### config.mk
export PLATFORM = sky130hd
export DESIGN_NAME = serial_sub
export DESIGN_NICKNAME = d
export VERILOG_FILES = /design/src/rtl/serial_sub.sv
export SDC_FILE = /design/constraint.sdc
export NUM_CORES = 1
export LEC_CHECK = 0
export CORE_AREA = 2 2 85 46
export CTS_CLUSTER_SIZE = 28
export DETAILED_ROUTE_END_ITERATION = 8
export DIE_AREA = 0 0 87 48
export GPL_ROUTABILITY_DRIVEN = 0
export PLACE_DENSITY = 0.67
export SLEW_MARGIN = 20
export SYNTH_ARGS = -nofsm -noshare
export SYNTH_HDL_FRONTEND = slang
export SYNTH_SLANG_ARGS = --single-unit
### constraint.sdc
create_clock -name clk_in -period 1.7 [get_ports clk_in]
set_input_delay 0.34 -clock clk_in [delete_from_list [all_inputs] [get_ports clk_in]]
set_output_delay 0.34 -clock clk_in [all_outputs]
set_load 0.02 [all_outputs]
### src/rtl/serial_sub.sv
// Bit-serial WIDTH-bit subtractor around a one-bit full-subtractor cell; result valid WIDTH cycles after accept.
// Accepts only in IDLE (ready_out), holds the result in DONE until ack_in; start/ack outside those states are ignored.

module fsub_cell (
  input  logic a_in,
  input  logic b_in,
  input  logic c_in,
  output logic d_out,
  output logic b_out
);
  assign d_out = a_in ^ b_in ^ c_in;
  assign b_out = (~a_in & b_in) | (~a_in & c_in) | (b_in & c_in);
endmodule

module serial_sub #(
  parameter int WIDTH = 8
) (
  input  logic             clk_in,
  input  logic             rst_n_in,
  input  logic             start_in,
  input  logic [WIDTH-1:0] a_in,
  input  logic [WIDTH-1:0] b_in,
  input  logic             borrow_in,
  output logic             ready_out,
  output logic [WIDTH-1:0] diff_out,
  output logic             borrow_out,
  output logic             valid_out,
  input  logic             ack_in
);
  localparam int CW = $clog2(WIDTH);

  typedef enum logic [1:0] {S_IDLE, S_RUN, S_DONE} state_t;

  state_t           state_q, state_d;
  logic [WIDTH-1:0] a_q, a_d;
  logic [WIDTH-1:0] b_q, b_d;
  logic [WIDTH-1:0] res_q, res_d;
  logic [CW-1:0]    cnt_q, cnt_d;
  logic             brw_q, brw_d;
  logic             cell_d, cell_bo;

  fsub_cell u_cell (
    .a_in  (a_q[0]),
    .b_in  (b_q[0]),
    .c_in  (brw_q),
    .d_out (cell_d),
    .b_out (cell_bo)
  );

  always_comb begin
    state_d = state_q;
    a_d     = a_q;
    b_d     = b_q;
    res_d   = res_q;
    cnt_d   = cnt_q;
    brw_d   = brw_q;
    case (state_q)
      S_IDLE: begin
        if (start_in) begin
          state_d = S_RUN;
          a_d     = a_in;
          b_d     = b_in;
          brw_d   = borrow_in;
          cnt_d   = '0;
          res_d   = '0;
        end
      end
      S_RUN: begin
        // LSB-first: each cell output enters at the MSB so bit 0 lands at position 0 after WIDTH shifts
        a_d   = a_q >> 1;
        b_d   = b_q >> 1;
        res_d = {cell_d, res_q[WIDTH-1:1]};
        brw_d = cell_bo;
        cnt_d = cnt_q + CW'(1);
        if (cnt_q == CW'(WIDTH - 1)) begin
          state_d = S_DONE;
        end
      end
      S_DONE: begin
        if (ack_in) begin
          state_d = S_IDLE;
        end
      end
      default: state_d = S_IDLE;
    endcase
  end

  always_ff @(posedge clk_in or negedge rst_n_in) begin
    if (!rst_n_in) begin
      state_q <= S_IDLE;
      a_q     <= '0;
      b_q     <= '0;
      res_q   <= '0;
      cnt_q   <= '0;
      brw_q   <= 1'b0;
    end else begin
      state_q <= state_d;
      a_q     <= a_d;
      b_q     <= b_d;
      res_q   <= res_d;
      cnt_q   <= cnt_d;
      brw_q   <= brw_d;
    end
  end

  assign ready_out  = (state_q == S_IDLE);
  assign valid_out  = (state_q == S_DONE);
  assign diff_out   = res_q;
  assign borrow_out = brw_q;

endmodule

# == After elaboration in Yosys (flattened, before gate mapping) ==
# Index checks and enable logic that the tools add are counted.
# word_totals
reg_bits,30
out_inout_bits,11
word_cells,39
# op_classes
addsub,1
eq_ne,6
muxes,14
bitwise,8
reduce_logical,4
# ops
cell,n
$pmux W8 S2,3
$mux W8,3
$mux W2,3
$pmux W2 S3,1
$pmux W3 S2,1
$ne A2 B2 Y1 const B,2
$add A3 B1 Y3 const B,1
$and A1 B1 Y1,3
$eq A3 B3 Y1 const B,1
$mux W3,1
$reduce_and A3 Y1,1
$eq A2 B1 Y1 const B,1
$eq A2 B2 Y1 const B,1
$logic_not A2 Y1,1
$ne A2 B1 Y1 const B,1
$or A1 B1 Y1,2
$pmux W1 S2,1
$reduce_and A2 Y1,1
$reduce_bool A2 Y1,1
$xor A1 B1 Y1,2
$mux W1,1
$not A1 Y1,1

# == Depth between registers and ports, before layout ==
# depth
depth_word,5
mapped_depth,4
ltp_nobuf,4

# == By module ==
# Synthesis repeated with hierarchy kept, for this count alone.
# hier_totals
cells_unflattened,138
area_unflattened_um2,1581.5
# modules_own_cells
mod,instances,cells_each,area_per_inst_um2,seq_area_each_um2
serial_sub,1,135,1554.0,750.7
fsub_cell,1,3,27.5,0.0

# == Worst setup path after synthesis ==
# Ideal clock, no wire load.
# synth_timing
path_kind,reg2reg
startpoint,"register brw_q, in the netlist borrow_out"
endpoint,"register brw_q, in the netlist borrow_out"
setup_time_ps,111
arrival_time_ps,1218
required_ps,1589
setup_slack_ps,371
path_stages_with_launch,4
path_buffers,0
cell_sequence,dfrtp_1 -> inv_1 -> fa_1 -> a222oi_1
# synth_via
elab_chain_len,4
# synth_rtl
item,line,rtl
"start, declared",39,"logic brw_q, brw_d;"
"start signal, assigned",102,brw_q <= brw_d;
$and A1 B1 Y1,12,assign b_out = (~a_in & b_in) | (~a_in & c_in) | (b_in & c_in);
$or A1 B1 Y1,12,
$or A1 B1 Y1 *,12,
$pmux W1 S2 *,57,case (state_q)
# Mark *: on every way between the ends. The rest lies on a longest branch, timed or not.
# A chain may end at the register's enable or synchronous reset.

# == Final worst setup path ==
# layout_timing
startpoint,"register res_q[4], in the netlist diff_out[4]"
endpoint,output port diff_out[4]
# layout_lines
item,line,rtl
"start, declared",37,"logic [WIDTH-1:0] res_q, res_d;"
"start signal, assigned",100,res_q <= res_d;
"end, declared",25,"output logic [WIDTH-1:0] diff_out,"
# No word-level cell between the ends.

==> out/qor.yml <==
critPathArrivalTime_ps: 1270
die_area_um2: 4180
wl_mm: 3.11
fmax_mhz: 623
hold_class: "in -> async"
synth.distinct_cells: 26
wl_per_cell_um: 15.3
drc: 0
fin_crit_ps: 1610
swShare_pct: 36.5
insertion_delay_ps: 270
crit_slowest_cell: "clkdlybuf4s50_1"
rows: 15
slowest_delay_ps: 620
hpwl_mm: 1.99
cts_tree: "yes"
cts_made_buffers: 5
power_frac_seq_pct: 37.4
ctsHoldBuffers: 0
outcome: "completed"
clock_power_share_pct: 17.4
period_share_pct: 94.4
p_total_w: 0.00334
leakagePower_nw: 0.819
yosysSeqAreaShare_pct: 50.5
crit_buf_inv: 1
crit_required_ps: 1360
worst_setup_path_end_kind: "output port"
relSlewSlack_pct: 55.7
syn-num-nets: 151
clock-sinks: 30
overflow: 0
portBuffers: 31
clockBufferDepth: 2
worst-path-max-fanout: 3
finalNonFillerCells: 203
utilization_pct: 56.8
coreArea_um2: 3360
grt_pass1_vias: 1049
grt_max_degree: 32
vdd_drop_max_v: 0.000572
n_antenna_cell: 0
ant_nets: 0
cp_cell_sequence: "clkdlybuf4s50_1"
die_width_um: 87
rsz0062_at_grt: "false"
hold_ws_ps: 450
critPathKind: "reg -> out"
place_inst: 195
grt_pass1_wl_mm: 5.21
fin_skew_ps: 5.75
synthCells: 127
drv_slew: 0
path_clk_slew_ps: 60
synth_area_per_cell_um2: 11.7
crit_family: "buffers and inverters"
antenna_found_initial: 0
ys_ff_latch: 30
dieHeight_um: 48
p_per_area_nw_per_um2: 1750
p_switching_w: 0.00122
cap_violations: 0
vias: 1093
finalSetupViolCount: 0
cts_root_buf: "clkbuf_8"
nets: 184
combPwrFrac_pct: 45.2
synth_warnings: 0
worst_slew_pin_slew_ps: 663
post-cts-setup-buffer-count: 0
track_usage_pct: 16.8
netlist_area_um2: 1490
hold_viol: 0
dr.pass1.iters: 4
htree_levels: 2
start_util_pct: 44.2
internal_power_w: 0.00212
drt_iter0_drc: 40
synthToLayoutAreaGrowth_pct: 28.4
cp-start-kind: "register"
via_per_inst: 5.38
io_pins: 32
final_layout_size_suffix_gt1_share_pct: 11.8
## per-stage QoR
| stage | setup TNS, ps | cell area [um^2] | setup WS, ps |
|---|---|---|---|
| floorplan | 0 | 1490 | 371 |
| global placement | -7.93 | 1820 | -7.93 |
| finish | 0 | 1910 | 94.6 |
| CTS | 0 | 1910 | 73.5 |
| global route | 0 | 1910 | 40.8 |
| detailed placement | -72.4 | 1820 | -28.5 |
## sequential cells by signal (all words and copies together), names as in the netlist
signal	flops
a_q	8
b_q	8
state_q	2
borrow_out	1
cnt_q	3
diff_out	8
## power groups by stage
| stage | logic (W) | registers (W) | clock network [W] |
|---|---|---|---|
| final | 0.00151 | 0.00125 | 0.000580 |
| after global routing | 0.00167 | 0.00130 | 0.000634 |
| after CTS | 0.00153 | 0.00125 | 0.000596 |
| after detailed placement | 0.00152 | 0.00126 | 0 |
| after global placement | 0.00148 | 0.00125 | 0 |
| after floorplan | 0.000967 | 0.00135 | 0 |
## path summary, 6_finish.rpt
| check | start | end | slack, ps | depth (start not counted) |
|---|---|---|---|---|
| min in group clk_in | diff_out[0]$_DFFE_PN0P_ | diff_out[0]$_DFFE_PN0P_ | 510 | 1 |
| setup reg to reg | state_q[0]$_DFFE_PN0P_ | borrow_out$_DFFE_PN0P_ | 150 | 3 |
| hold reg to reg | diff_out[0]$_DFFE_PN0P_ | diff_out[0]$_DFFE_PN0P_ | 510 | 1 |
| max in group asynchronous | rst_n_in | a_q[1]$_DFFE_PN0P_ | 960 | 2 |
| setup / recovery | diff_out[4]$_DFFE_PN0P_ | diff_out[4] | 90 | 1 |
| hold / removal | rst_n_in | b_q[3]$_DFFE_PN0P_ | 450 | 2 |
## layout by cell type, fill, tap and decap left out
cell	count
a211oi_1	11
a211oi_2	2
a21oi_1	1
a222oi_1	2
a22o_1	11
a32o_1	1
and2b_2	1
buf_4	6
clkbuf_1	1
clkbuf_8	6
clkdlybuf4s50_1	29
clkinv_2	1
dfrtp_1	30
dlygate4sd2_1	2
fa_1	1
ha_1	2
inv_1	17
mux2_2	1
nand2_1	1
nand2b_1	2
nand4bb_1	1
nor2_2	1
nor2b_1	3
nor3b_1	13
nor4b_1	13
o21bai_4	1
o311ai_0	1
## metal layers
metal | GRT usage (%) | share of wire [%] | vias to the layer above
met3 | 4.14 | 2.8 | 0
met5 | 0 | 0 | -
met1 | 23.0 | 51 | 543
li1 | - | - | 532
met4 | 4.69 | 0 | 0
met2 | 27.5 | 46 | 18
## cell usage after synthesis
library cell	n	area (um^2)
a211oi_1	11	82.6
a211oi_2	2	25.0
a21oi_1	1	5.00
a222oi_1	2	20.0
a22o_1	11	96.3
a32o_1	1	10.0
and2b_1	1	7.51
buf_2	3	15.0
buf_4	2	15.0
buf_6	3	33.8
clkbuf_1	2	7.51
clkbuf_2	1	5.00
dfrtp_1	30	751
fa_1	1	20.0
ha_1	2	25.0
inv_1	17	63.8
mux2_2	1	11.3
nand2_1	1	3.75
nand2b_1	2	12.5
nand4bb_1	1	11.3
nor2_2	1	6.26
nor2b_1	3	18.8
nor3b_1	13	97.6
nor4b_1	13	114
o21bai_4	1	18.8
o311ai_0	1	8.76
## cells by family (layout without fill, tap and decap cells)
logic type                 after synthesis  in the layout  share of synthesized area [%]
DFF                                     30             30                           50.5
AOI/OAI and AO/OA                       30             30                           17.9
muxes                                    1              1                          0.758
and+or+nand+nor                         35             35                           18.3
adders and majority gates                3              3                           3.03
buffers and inverters                   28             62                           9.43
## what timing repair did
item                       4_1_cts  5_1_grt
resized for setup                2        1
setup endpoints to repair        2        2
hold endpoints to repair         0        0
## layout make-up
class / instances / area, um^2
fill: 305 / 1450
sequential: 30 / 751
multi-input combinational: 69 / 596
timing repair buffer: 37 / 353
clock buffer: 7 / 86.3
inverter: 17 / 63.8
tap: 42 / 52.6
clock inverter: 1 / 5.00
(Power assumes the default switching activity.)
==> RTL edit (same flow settings) <==
Reset style: synchronous (`rst_n_in`), changed in one clocked block.
--- a/src/rtl/serial_sub.sv
+++ b/src/rtl/serial_sub.sv
@@ -87,3 +87,3 @@
 
-  always_ff @(posedge clk_in or negedge rst_n_in) begin
+  always_ff @(posedge clk_in) begin
     if (!rst_n_in) begin
Check against the original RTL: differs if rst_n_in is asserted again (counterexample within 4 cycles, from zero or initial values and one cycle with rst_n_in low); with rst_n_in held inactive, the same outputs for 10 cycles.
==> RTL edit against the original RTL <==
  * Count of clock-buffer cells in the layout did not move
  * Worst setup slack gained 0.020 ns
  * Critical path depth unchanged
  * Maximum frequency increased by 1.3%
  * Final area down 5.9%
  * Area after synthesis down 8.6%
  * Wire length fell by 15%
  * Sequential cell count unchanged
  * Synthesized cell count is 1.6% higher
  * Critical path type unchanged
Power is not compared: it rests on default switching activity, and its combinational part moved more than twofold at a synthesized area within 25%.
==> RTL edit: results <==
{
  "nFillCells": 306,
  "grt_pass1_vias": 983,
  "cts_resized": 3,
  "io_buffer_count": 31,
  "hp-class": "reg -> reg",
  "crit_arrival_ns": 1.24,
  "reg2reg_slack_ns": 0.26,
  "rr_worst_depth": 5,
  "drt_iter0_markers": 28,
  "grt_pass1_wl_um": 4360,
  "crit_end": "diff_out[3]",
  "critPathMaxFanout": 3,
  "viasPerCell": 5.02,
  "ys_warn_count": 0,
  "grt_use_total": 0.141,
  "crit_family": "buffers and inverters",
  "clock_latency_ns": 0.28,
  "hold_path_depth": 2,
  "fin_nets": 190,
  "syn_nets": 153,
  "async_flop_share": 0,
  "fin_skew_ns": 0.00481,
  "outcome": "completed",
  "synth_cell_type_count": 24,
  "synth_area_leaders": "dfxtp_1 (44%), o221ai_2 (10%), a22oi_1 (7.2%)",
  "timing.rr.end": "a_q[2]$_SDFFE_PN0P_",
  "synth-seq-area-share": 0.442,
  "min_from": "a_q[3]$_SDFFE_PN0P_",
  "dpl_cell_area_sq_um": 1720,
  "multi_input_area_sq_um": 608,
  "hpwlAfterDp_um": 1740,
  "firstDrtPassIters": 4,
  "ys.flop_type": "dfxtp_1",
  "synthTopCellsByCount": "dfxtp_1 (30), inv_1 (18), nor2b_1 (15)",
  "drive_above_1_share": 0.205,
  "r2r_start": "state_q[0]$_SDFFE_PN0P_",
  "drt-total-wl_um": 2630,
  "cts_max_path_buffers": 2,
  "grt_max_degree": 18,
  "whs_ns": 0.449,
  "tightest_slew_ns": 0.274,
  "startpoint": "diff_out[3]$_SDFFE_PN0P_"
}
-- RTL edit: cell types whose count changed after synthesis, sizes merged, moves of 11 or more --
cell	delta
a211oi	-12
a21oi	+13
nor4b	-13
a22oi	+13
dfrtp	-30
dfxtp	+30
nor2b	+12
nor3b	-11
o221ai	+14
a22o	-11
-- RTL edit: through the flow --
step	setup WS (ns)	cells
floorplan	0.357	129
global placement	-0.00890	201
detailed placement	-0.0341	201
CTS	0.0997	208
global route	0.0529	208
finish	0.115	208
-- RTL edit: power by group through the flow --
stage / Sequential (uW) / Combinational, uW / Clock [uW]
floorplan: 786 / 159 / 0
global placement: 786 / 252 / 0
detailed placement: 787 / 257 / 0
CTS: 772 / 257 / 548
global route: 776 / 281 / 574
finish: 772 / 254 / 523
-- RTL edit: area by class of cell --
class,count,share of cell area
Inverter,18,0.0377
Tap cell,42,0.0293
Timing Repair Buffer,40,0.216
Multi-Input combinational cell,71,0.339
Sequential cell,30,0.335
Clock buffer,7,0.0425
-- RTL edit: kinds of logic after synthesis --
group | synth area share
adder cells (fa/ha/maj) | 0.0332
AND/OR/NAND/NOR | 0.102
multiplexers | 0.0147
flip-flops | 0.442
buffers and inverters | 0.110
AO/OA/AOI/OAI | 0.298
-- RTL edit: per-layer routing --
metal  vias to the layer above  wire length (um)  track usage
li1                        533                 -            -
met1                       488              1320        0.177
met2                        21              1160        0.217
met3                         3               124       0.0534
met4                         0                20       0.0750
met5                         -                 0            0
-- RTL edit: worst register-to-register path, stage by stage, from the launching register on --
cell	delay [ns]
dfxtp_1	0.36
buf_4	0.16
or3b_1	0.34
buf_4	0.21
o221ai_1	0.20
a21oi_1	0.06
